==> config.mk <==
export PLATFORM = sky130hd
export DESIGN_NAME = ifu_fetch
export DESIGN_NICKNAME = d
export VERILOG_FILES = /design/src/rtl/ifu_fetch.sv
export SDC_FILE = /design/constraint.sdc
export NUM_CORES = 1
export LEC_CHECK = 0
export ABC_AREA = 1
export CAP_MARGIN = 10
export CORE_MARGIN = 2
export CORE_UTILIZATION = 45
export CTS_BUF_LIST = sky130_fd_sc_hd__clkbuf_16
export DETAILED_ROUTE_END_ITERATION = 7
export PLACE_DENSITY = 0.8
export SYNTH_ARGS = -nofsm -noshare
export SYNTH_HDL_FRONTEND = slang
export SYNTH_SLANG_ARGS = --single-unit
==> constraint.sdc <==
create_clock -name clk -period 2 [get_ports clk]
set_clock_uncertainty 0.1 [all_clocks]
set_input_delay 0.4 -clock clk [delete_from_list [all_inputs] [get_ports clk]]
set_output_delay 0.4 -clock clk [all_outputs]
set_load 0.005 [all_outputs]
==> src/rtl/ifu_fetch.sv <==
// Single-outstanding instruction fetch unit: issues a request at pc, waits for the
// response, holds the word for decode, and handles redirects, drops and sticky faults.
module ifu_fetch #(
  parameter logic [31:0] RESET_PC = 32'h80000000
) (
  input  logic        clk,
  input  logic        rst,
  output logic        req_valid,
  input  logic        req_ready,
  output logic [31:0] req_addr,
  input  logic        rsp_valid,
  input  logic [31:0] rsp_data,
  input  logic        rsp_err,
  output logic        inst_valid,
  input  logic        inst_ready,
  output logic [31:0] inst,
  output logic [31:0] inst_pc,
  input  logic        redirect_valid,
  input  logic [31:0] redirect_pc,
  output logic        fault
);

  typedef enum logic [1:0] {
    S_REQ   = 2'd0,
    S_WAIT  = 2'd1,
    S_OUT   = 2'd2,
    S_FAULT = 2'd3
  } state_t;

  state_t      r_state;
  state_t      w_state_next;
  logic [31:0] r_pc;
  logic [31:0] w_pc_next;
  logic        r_drop;
  logic        w_drop_next;
  logic        w_capture;
  logic [31:0] r_inst;
  logic [31:0] r_inst_pc;
  logic        w_redirect_bad;

  assign w_redirect_bad = (redirect_pc[1:0] != 2'b00);

  always_ff @(posedge clk) begin
    if (!rst) begin
      r_state <= S_REQ;
    end else begin
      r_state <= w_state_next;
    end
  end

  // Redirect outranks every other event; a misaligned target faults but is still
  // latched into pc so it can be inspected on req_addr.
  always_comb begin
    w_state_next = r_state;
    w_pc_next    = r_pc;
    w_drop_next  = r_drop;
    w_capture    = 1'b0;
    case (r_state)
      S_REQ: begin
        if (redirect_valid) begin
          w_pc_next = redirect_pc;
          if (w_redirect_bad) begin
            w_state_next = S_FAULT;
          end else if (req_ready) begin
            w_state_next = S_WAIT;
            w_drop_next  = 1'b1;
          end
        end else if (req_ready) begin
          w_state_next = S_WAIT;
        end
      end
      S_WAIT: begin
        if (redirect_valid) begin
          w_pc_next = redirect_pc;
          if (w_redirect_bad) begin
            w_state_next = S_FAULT;
          end else if (rsp_valid) begin
            w_state_next = S_REQ;
            w_drop_next  = 1'b0;
          end else begin
            w_drop_next = 1'b1;
          end
        end else if (rsp_valid) begin
          if (r_drop) begin
            w_state_next = S_REQ;
            w_drop_next  = 1'b0;
          end else if (rsp_err) begin
            w_state_next = S_FAULT;
          end else begin
            w_state_next = S_OUT;
            w_capture    = 1'b1;
          end
        end
      end
      S_OUT: begin
        if (redirect_valid) begin
          w_pc_next    = redirect_pc;
          w_state_next = w_redirect_bad ? S_FAULT : S_REQ;
        end else if (inst_ready) begin
          w_pc_next    = r_pc + 32'd4;
          w_state_next = S_REQ;
        end
      end
      default: begin
        w_state_next = S_FAULT;
      end
    endcase
  end

  always_ff @(posedge clk) begin
    if (!rst) begin
      r_pc      <= RESET_PC;
      r_drop    <= 1'b0;
      r_inst    <= 32'd0;
      r_inst_pc <= 32'd0;
    end else begin
      r_pc   <= w_pc_next;
      r_drop <= w_drop_next;
      if (w_capture) begin
        r_inst    <= rsp_data;
        r_inst_pc <= r_pc;
      end
    end
  end

  always_comb begin
    req_valid  = (r_state == S_REQ);
    inst_valid = (r_state == S_OUT);
    fault      = (r_state == S_FAULT);
    req_addr   = r_pc;
    inst       = r_inst;
    inst_pc    = r_inst_pc;
  end

endmodule
# Yosys cells after proc, flatten, opt, wreduce, memory -nomap -nowiden
# Index checks and enable logic that the tools add are counted.
[word_totals]
regBits = 99
inputBits = 71
out_inout_bits = 99
word_cells = 55
[classes]
n_addsub = 1
n_eq_ne = 11
muxes = 30
n_reduce_logical = 8
[op_table]
columns = ["cell", "n"]
rows = [
  ["$mux 32", 3],
  ["$pmux 32 s2", 1],
  ["$add 32x3->32 const B", 1],
  ["$mux 2", 11],
  ["$mux 1", 13],
  ["$ne 3x3->1 const B", 3],
  ["$ne 2x1->1 const B", 3],
  ["$pmux 2 s3", 1],
  ["$reduce_and 3->1", 2],
  ["$reduce_and 6->1", 1],
  ["$reduce_bool 2->1", 3],
  ["$eq 2x2->1 const B", 2],
  ["$ne 3x1->1 const B", 1],
  ["$eq 2x1->1 const B", 1],
  ["$logic_not 2->1", 1],
  ["$ne 2x2->1 const B", 1],
  ["$pmux 1 s2", 1],
  ["$reduce_or 2->1", 1],
]

# Logic depth before layout (Yosys ltp)
# Gate-level depths: netlist of the first run.
[logic_depth]
depth_word = 5
depth_mapped = 11
depth_no_buf = 10

# Worst setup path after synthesis of the first run
# Ideal clock, no wire load.
[synth_timing]
path_type = "flip-flop to flip-flop"
start = "register r_pc[2] (netlist: req_addr[2])"
end = "register r_pc[16] (netlist: req_addr[16])"
setup_ns = 0.132
arrival_ns = 1.307
t_required_ns = 1.768
path_slack_ns = 0.461
stages_incl_launch_ff = 11
n_path_buf = 0
period_less_slack_ns = 1.539
cell_sequence = "dfxtp_1 ha_1 nand2_1 nor2_4 inv_1 nor2_2 nand3_1 nand2_1 nand3_1 nand2_1 a21oi_2"
[synth_via]
elab_chain_len = 4
[synth_lines]
columns = ["element", "line_no", "source"]
rows = [
  ["from (decl)", "32", "logic [31:0] r_pc;"],
  ["from (signal assigned)", "117", "r_pc <= w_pc_next;"],
  ["$add 32x3->32", "100", "w_pc_next = r_pc + 32'd4;"],
  ["$mux 32", "99", "end else if (inst_ready) begin"],
  ["$mux 32", "96", "if (redirect_valid) begin"],
  ["$pmux 32 s2", "58", "case (r_state)"],
]
# Every way passes these cells. The select of a mux whose other input is x is not followed.
# A chain may end at the register's enable or synchronous reset.

# Worst setup path in the final report of the first run
[layout_timing]
start = "register r_state[0]"
end = "output req_valid"
[layout_via]
elab_chain_len = 1
[layout_lines]
columns = ["element", "line_no", "source"]
rows = [
  ["from (decl)", "30", "state_t r_state;"],
  ["from (signal assigned)", "47", "r_state <= w_state_next;"],
  ["$logic_not 2->1", "127", "req_valid = (r_state == S_REQ);"],
  ["to (decl)", "8", "output logic req_valid,"],
]
# Every way passes these cells.

==> impl_metrics.csv, run 1 <==
group,metric,value,unit
logic_synthesis,synthTopCellsByArea,"dfxtp_1 (42%), nand2_1 (12%), o21ai_0 (11%)",
worst_setup_path,slowest_delay,530,ps
worst_setup_path,r2r_end,"req_addr[20]$_SDFFE_PN0P_",
pwr,p_per_area,698,nW/um2
clock_network,cts-htree-levels,3,
timing,slew_headroom,65.0,%
clock_network,cts.sinks,99,
cells_and_area,fin_nets,945,
logic_synthesis,synth_area_per_cell,6.73,um2
pwr,comb_power_share,17.8,%
clock_network,clkSlewWorstSetupHoldPaths,70,ps
worst_setup_path,r2r_start,"req_addr[2]$_SDFFE_PN0P_",
timing,fmax,521,MHz
logic_synthesis,synth_flop_cell,"dfxtp_1",
global_route,grt_usage,26.7,%
floorplanning,die_w,107,um
outcome,status,"finished, final reports clean",
worst_hold_path,worst_hold_path.endpoint,"r_drop$_SDFFE_PN0P_",
logic_synthesis,synth.distinct_cells,34,
placed_design,post-dp-hpwl,11400,um
timing,worstMarginPinSlew,525,ps
pwr,p_switching,1310,uW
global_route,grt_pass1_vias,5077,
logic_synthesis,async_reset_ff_share,0,%
clock_network,clock-root-buffer,"clkbuf_16",
logic_synthesis,synth_seq_cells,99,
timing,setup_ws,79.9,ps
pwr,clockPowerShare,36.5,%
logic_synthesis,yosysSeqAreaShare,41.6,%
logic_synthesis,synth_edf_count,0,
clock_network,numCtsBuffers,9,
global_route,grt_max_degree,57,
worst_setup_path,critical-path-top-delay-family,"buffers and inverters",
cells_and_area,utilization,66.9,%
timing,maxSlewViolCount,0,
cells_and_area,regArea,1990,um2
timing,rsz0062_at_grt,"no",
clock_network,clock_path_buffers,2,
route,finalWirelength,15100,um
pwr,p_total,4820,uW
route,wire_per_inst,14.9,um
route,antenna_left,0,
cells_and_area,multi_input_area,2340,um2
route,drt_iter0_markers,358,
timing,finalHoldViolCount,0,
pwr,swShare,27.1,%
worst_setup_path,reg2reg_depth,10,
global_route,antenna_found_initial,0,
worst_setup_path,worst-path-buf-inv,1,
logic_synthesis,netlist_top_cells_count,"nand2_1 (150), nor2_1 (136), o21ai_0 (103)",
pwr,vdd_drop_max,0.378,mV
worst_setup_path,critical_path_class,"register to output port",
logic_synthesis,syn-cell-area,4760,um2
logic_synthesis,synth_top_area_cell,"dfxtp_1",
clock_network,cts_tree,"built",
timing,min_period,1920,ps
logic_synthesis,synthCells,708,
timing,holdWs,364,ps
cells_and_area,drive_gt1_share,7.40,%
timing,post-route-period-util,96.0,%
floorplanning,initial_core_util,46.2,%
route,remaining_drc_errors,0,
worst_setup_path,worst_setup_path_end_kind,"output port",
worst_setup_path,cp.required,1500,ps
cells_and_area,syn_to_final_growth,45.0,%
route,vias_per_cell,5.20,
global_route,grt_overflow,0,
worst_setup_path,reg2reg_slack,200,ps
floorplanning,ios,170,
pwr,p_leak,0.00259,uW
run,maxCapViolations,0,
pwr,pwr-share-seq,45.6,%
worst_hold_path,hp-start,"r_drop$_SDFFE_PN0P_",
worst_setup_path,path_cells,"nor2_1 > clkdlybuf4s50_1",
clock_network,clock_latency,350,ps
cells_and_area,n_fill_cell,918,
worst_hold_path,worstHoldPathType,"register to register",
worst_setup_path,cp_max_fo,8,
worst_setup_path,start_kind,"register",
route,firstDrtPassIters,5,
floorplanning,die_h,107,um
worst_setup_path,cp.arrival,1420,ps
pwr,internal-power,3520,uW
worst_setup_path,slowest_stage,"clkdlybuf4s50_1",
placed_design,io_buffers,169,
floorplanning,num_rows,37,
worst_hold_path,hold_depth,2,
logic_synthesis,synth.top_cell.area_share,41.6,%
floorplanning,die-area,11400,um2
route,route.vias.total,5268,
timing,setup_violations,0,
placed_design,gp_congestion,0.969,
placed_design,dpl_worst_slack,-45.7,ps
logic_synthesis,yosysMostFrequentCell,"nand2_1",
cells_and_area,antennaDiodeCount,0,
logic_synthesis,synth_warnings,0,
logic_synthesis,syn_nets,780,
global_route,grt_pass1_wl,24400,um
floorplanning,fp.coreArea,10300,um2
-- how the worst max path moves through the flow --
stage / start / to / slack (ps) / cells past startpoint
global placement: redirect_valid / req_addr[13]$_SDFFE_PN0P_ / 10 / 8
detailed placement: redirect_valid / req_addr[8]$_SDFFE_PN0P_ / -50 / 8
floorplan: req_addr[2]$_SDFFE_PN0P_ / req_addr[16]$_SDFFE_PN0P_ / 460 / 10
CTS: r_state[1]$_SDFFE_PN0P_ / fault / 7 / 3
global route: req_addr[3]$_SDFFE_PN0P_ / req_addr[20]$_SDFFE_PN0P_ / 20 / 10
finish: r_state[0]$_SDFFE_PN0P_ / req_valid / 80 / 2
-- cells by family (layout without fill, tap and decap cells) --
group	Yosys count	in the layout	share of synthesized area [%]
multiplexers	1	1	0.210
AO/OA/AOI/OAI	169	169	18.7
buffers and inverters	93	263	9.24
flip-flops	99	99	41.6
AND/OR/NAND/NOR	343	343	29.6
adder cells (fa/ha/maj)	1	1	0.263
XOR/XNOR	2	2	0.368
-- metal layers --
layer | global-route usage [%] | vias up | wire, um
met2 | 45.1 | 207 | 7240
met1 | 35.0 | 2418 | 6560
met3 | 4.01 | 23 | 1050
met5 | 0 | - | 0
li1 | - | 2620 | -
met4 | 8.53 | 0 | 261
-- sequential cells by signal (all words and copies together), names as in the netlist --
signal    flops
inst         32
inst_pc      32
r_drop        1
r_state       2
req_addr     32
-- worst register-to-register path, cell delays in order, from the launching register on --
cell and delay (ps):
dfxtp_2 380, ha_1 170, nand2_1 120, nor2_4 210, nand2_2 130, nor2_4 140
nand3_1 130, nand2_1 110, nand2_1 50, o21ai_1 110, nor2_1 50
-- final cells by class --
cell class                      count  area share [%]
Sequential cell                    99            28.8
Timing Repair Buffer              190            27.4
Tap cell                          136            2.46
Multi-Input combinational cell    516            33.9
Clock buffer                        9            3.26
Clock inverter                      7            1.09
Inverter                           57            3.10
-- power by group through the flow --
stage / Combinational (uW) / Sequential (uW) / Clock, uW
after global routing: 945 / 2210 / 1870
after global placement: 839 / 2240 / 0
final: 861 / 2200 / 1760
after floorplan: 400 / 2210 / 0
after detailed placement: 854 / 2240 / 0
after CTS: 860 / 2200 / 1780
-- timing repair --
item,CTS,global route
cloned,0,0
setup buffers,0,1
resized for setup,1,4
hold buffers,0,0
pin swaps,0,1
setup endpoints to repair,1,3
-- stage by stage --
| stage | area, um2 | setup TNS [ps] | instances |
|---|---|---|---|
| 2_1_floorplan | 4760 | 0 | 708 |
| 3_3_place_gp | 6600 | 0 | 997 |
| 3_5_place_dp | 6600 | -237 | 997 |
| 4_1_cts | 6900 | 0 | 1013 |
| 5_1_grt | 6910 | 0 | 1014 |
| 6_report | 6910 | 0 | 1014 |
-- layout by cell type (no fill, tap or decap), drive strengths merged, types with 2 or more instances in the layout --
| cell type | instances |
|---|---|
| a21oi | 54 |
| buf | 22 |
| clkbuf | 9 |
| clkdlybuf4s50 | 168 |
| clkinv | 3 |
| dfxtp | 99 |
| inv | 59 |
| nand2 | 152 |
| nand3 | 36 |
| nand4 | 3 |
| nor2 | 145 |
| nor3 | 2 |
| o211ai | 3 |
| o21ai | 104 |
| o21bai | 6 |
| or2 | 3 |
No activity file was read; power rests on OpenSTA's default activity.
==> run 2, diff against run 1 <==
--- a/config.mk
+++ b/config.mk
@@ -11,7 +11,9 @@
 export CORE_UTILIZATION = 45
 export CTS_BUF_LIST = sky130_fd_sc_hd__clkbuf_16
 export DETAILED_ROUTE_END_ITERATION = 7
+export GPL_TIMING_DRIVEN = 0
 export PLACE_DENSITY = 0.8
+export SLEW_MARGIN = 5
 export SYNTH_ARGS = -nofsm -noshare
 export SYNTH_HDL_FRONTEND = slang
 export SYNTH_SLANG_ARGS = --single-unit
==> impl_metrics.csv, run 2 (same netlist as run 1, synthesis figures left out) <==
group,metric,value,unit
outcome,status,"finished, final reports clean",
clock_network,cts-htree-levels,3,
pwr,internal-power,3750,uW
timing,worstMarginPinSlew,640,ps
route,wire_per_inst,15.8,um
worst_hold_path,hold_depth,2,
global_route,grt_busiest_layer,"met2",
clock_network,clock_latency,350,ps
floorplanning,num_rows,37,
route,route.vias.total,5266,
floorplanning,initial_core_util,46.2,%
worst_setup_path,cp_max_fo,6,
placed_design,io_buffers,168,
timing,post-route-period-util,98.7,%
worst_setup_path,reg2reg_slack,170,ps
timing,min_period,1970,ps
pwr,p_leak,0.00263,uW
clock_network,clock-root-buffer,"clkbuf_16",
timing,maxSlewViolCount,0,
cells_and_area,drive_gt1_share,6.73,%
global_route,grt_pass1_wl,25600,um
cells_and_area,antennaDiodeCount,0,
global_route,grt_max_degree,17,
clock_network,cts_tree,"built",
worst_setup_path,crit_path_end,"inst_valid",
pwr,pwr-share-seq,43.3,%
clock_network,cts.sinks,99,
clock_network,ctsHoldBuffers,0,
cells_and_area,layout_commonest_cell,"clkdlybuf4s50_1",
pwr,p_switching,1320,uW
global_route,grt_overflow,0,
clock_network,numCtsBuffers,9,
pwr,swShare,26.0,%
timing,finalHoldViolCount,0,
worst_setup_path,critical_path_class,"register to output port",
timing,setup_ws,26.2,ps
cells_and_area,syn_to_final_growth,46.3,%
floorplanning,ios,170,
floorplanning,die_w,107,um
route,antenna_left,0,
route,finalWirelength,16200,um
pwr,p_per_area,727,nW/um2
worst_setup_path,reg2reg_depth,10,
global_route,grtUsageMet2,46.9,%
cells_and_area,mostFrequentLayoutCells,"clkdlybuf4s50_1 (167), nand2_1 (150), nor2_1 (136), o21ai_0 (102), dfxtp_1 (99)",
run,maxCapViolations,0,
pwr,clockPowerShare,39.4,%
global_route,met3_usage,4.38,%
route,drt_iter0_markers,377,
clock_network,cts_resized,1,
global_route,antenna_found_initial,0,
timing,setup_violations,0,
placed_design,gp_congestion,0.955,
clock_network,clkSlewWorstSetupHoldPaths,70,ps
route,firstDrtPassIters,6,
floorplanning,fp.coreArea,10300,um2
worst_setup_path,cp.arrival,1470,ps
pwr,vdd_drop_max,0.588,mV
pwr,comb_power_share,17.3,%
route,remaining_drc_errors,0,
floorplanning,die-area,11400,um2
global_route,grt_pass1_vias,5095,
worst_setup_path,cp.required,1500,ps
timing,rsz0062_at_grt,"yes",
route,vias_per_cell,5.13,
timing,slew_headroom,57.4,%
cells_and_area,fin_nets,959,
worst_setup_path,worst_setup_path_end_kind,"output port",
timing,fmax,507,MHz
global_route,grt_usage,28.4,%
global_route,met1_usage,37.5,%
timing,setup_tns,0,ps
clock_network,post-cts-setup-buffer-count,0,
timing,holdWs,354,ps
placed_design,post-dp-hpwl,12500,um
worst_setup_path,start_kind,"register",
clock_network,clock_path_buffers,2,
worst_setup_path,r2r_start,"req_addr[3]$_SDFFE_PN0P_",
worst_setup_path,r2r_end,"req_addr[20]$_SDFFE_PN0P_",
placed_design,dpl_worst_slack,-354,ps
worst_setup_path,cp-startpoint,"r_state[1]$_SDFFE_PN0P_",
worst_hold_path,worstHoldPathType,"register to register",
floorplanning,die_h,107,um
==> run 2: stage by stage <==
| stage | total power (uW) | util [%] | std cells | instance area [um2] |
|---|---|---|---|---|
| 2_1_floorplan | 2610 | - | 708 | 4760 |
| 3_3_place_gp | 3080 | 64.1 | 1012 | 6620 |
| 3_5_place_dp | 3100 | 64.1 | 1012 | 6620 |
| 4_1_cts | 5070 | 67.4 | 1027 | 6960 |
| 5_1_grt | 5250 | 67.5 | 1027 | 6970 |
| 6_report | 5070 | 67.5 | 1027 | 6970 |
==> run 2: routing by layer <==
metal,up-vias,part of all wire [%]
met5,-,0
met4,0,2.4
met3,34,7.1
met2,214,47
met1,2369,44
li1,2649,-
==> run 2: power groups by stage <==
stage,combinational (uW),clock [uW],sequential [uW]
floorplan,400,0,2210
global placement,845,0,2230
detailed placement,861,0,2240
CTS,870,2010,2190
global route,957,2080,2210
finish,876,2000,2200
==> run 2: worst max-delay path, stage by stage, from the launching register on <==
cell and delay, ps:
dfxtp_1 430, inv_2 80, nor2_4 110, clkdlybuf4s50_1 510
==> run 2: area by class of cell <==
type,instances,area (um2)
fillers,902,3350
multi-input cells,516,2350
flip-flops and latches,99,1980
repair buffers,168,1680
plain buffers,36,231
clock buffers,9,225
inverters,57,214
well taps,136,170
clock inverters,6,111
==> run 2: worst min-delay path by stage <==
stage                        startpoint                   to
finish              r_drop$_SDFFE_PN0P_  r_drop$_SDFFE_PN0P_
global route        r_drop$_SDFFE_PN0P_  r_drop$_SDFFE_PN0P_
CTS                 r_drop$_SDFFE_PN0P_  r_drop$_SDFFE_PN0P_
detailed placement  r_drop$_SDFFE_PN0P_  r_drop$_SDFFE_PN0P_
global placement    r_drop$_SDFFE_PN0P_  r_drop$_SDFFE_PN0P_
floorplan           r_drop$_SDFFE_PN0P_  r_drop$_SDFFE_PN0P_
==> run 3, diff against run 2 <==
--- a/config.mk
+++ b/config.mk
@@ -11,7 +11,6 @@
 export CORE_UTILIZATION = 45
 export CTS_BUF_LIST = sky130_fd_sc_hd__clkbuf_16
 export DETAILED_ROUTE_END_ITERATION = 7
-export GPL_TIMING_DRIVEN = 0
 export PLACE_DENSITY = 0.8
 export SLEW_MARGIN = 5
 export SYNTH_ARGS = -nofsm -noshare
==> results of run 3 <==
Final layout, timing and power as in run 1 (identical DEF).
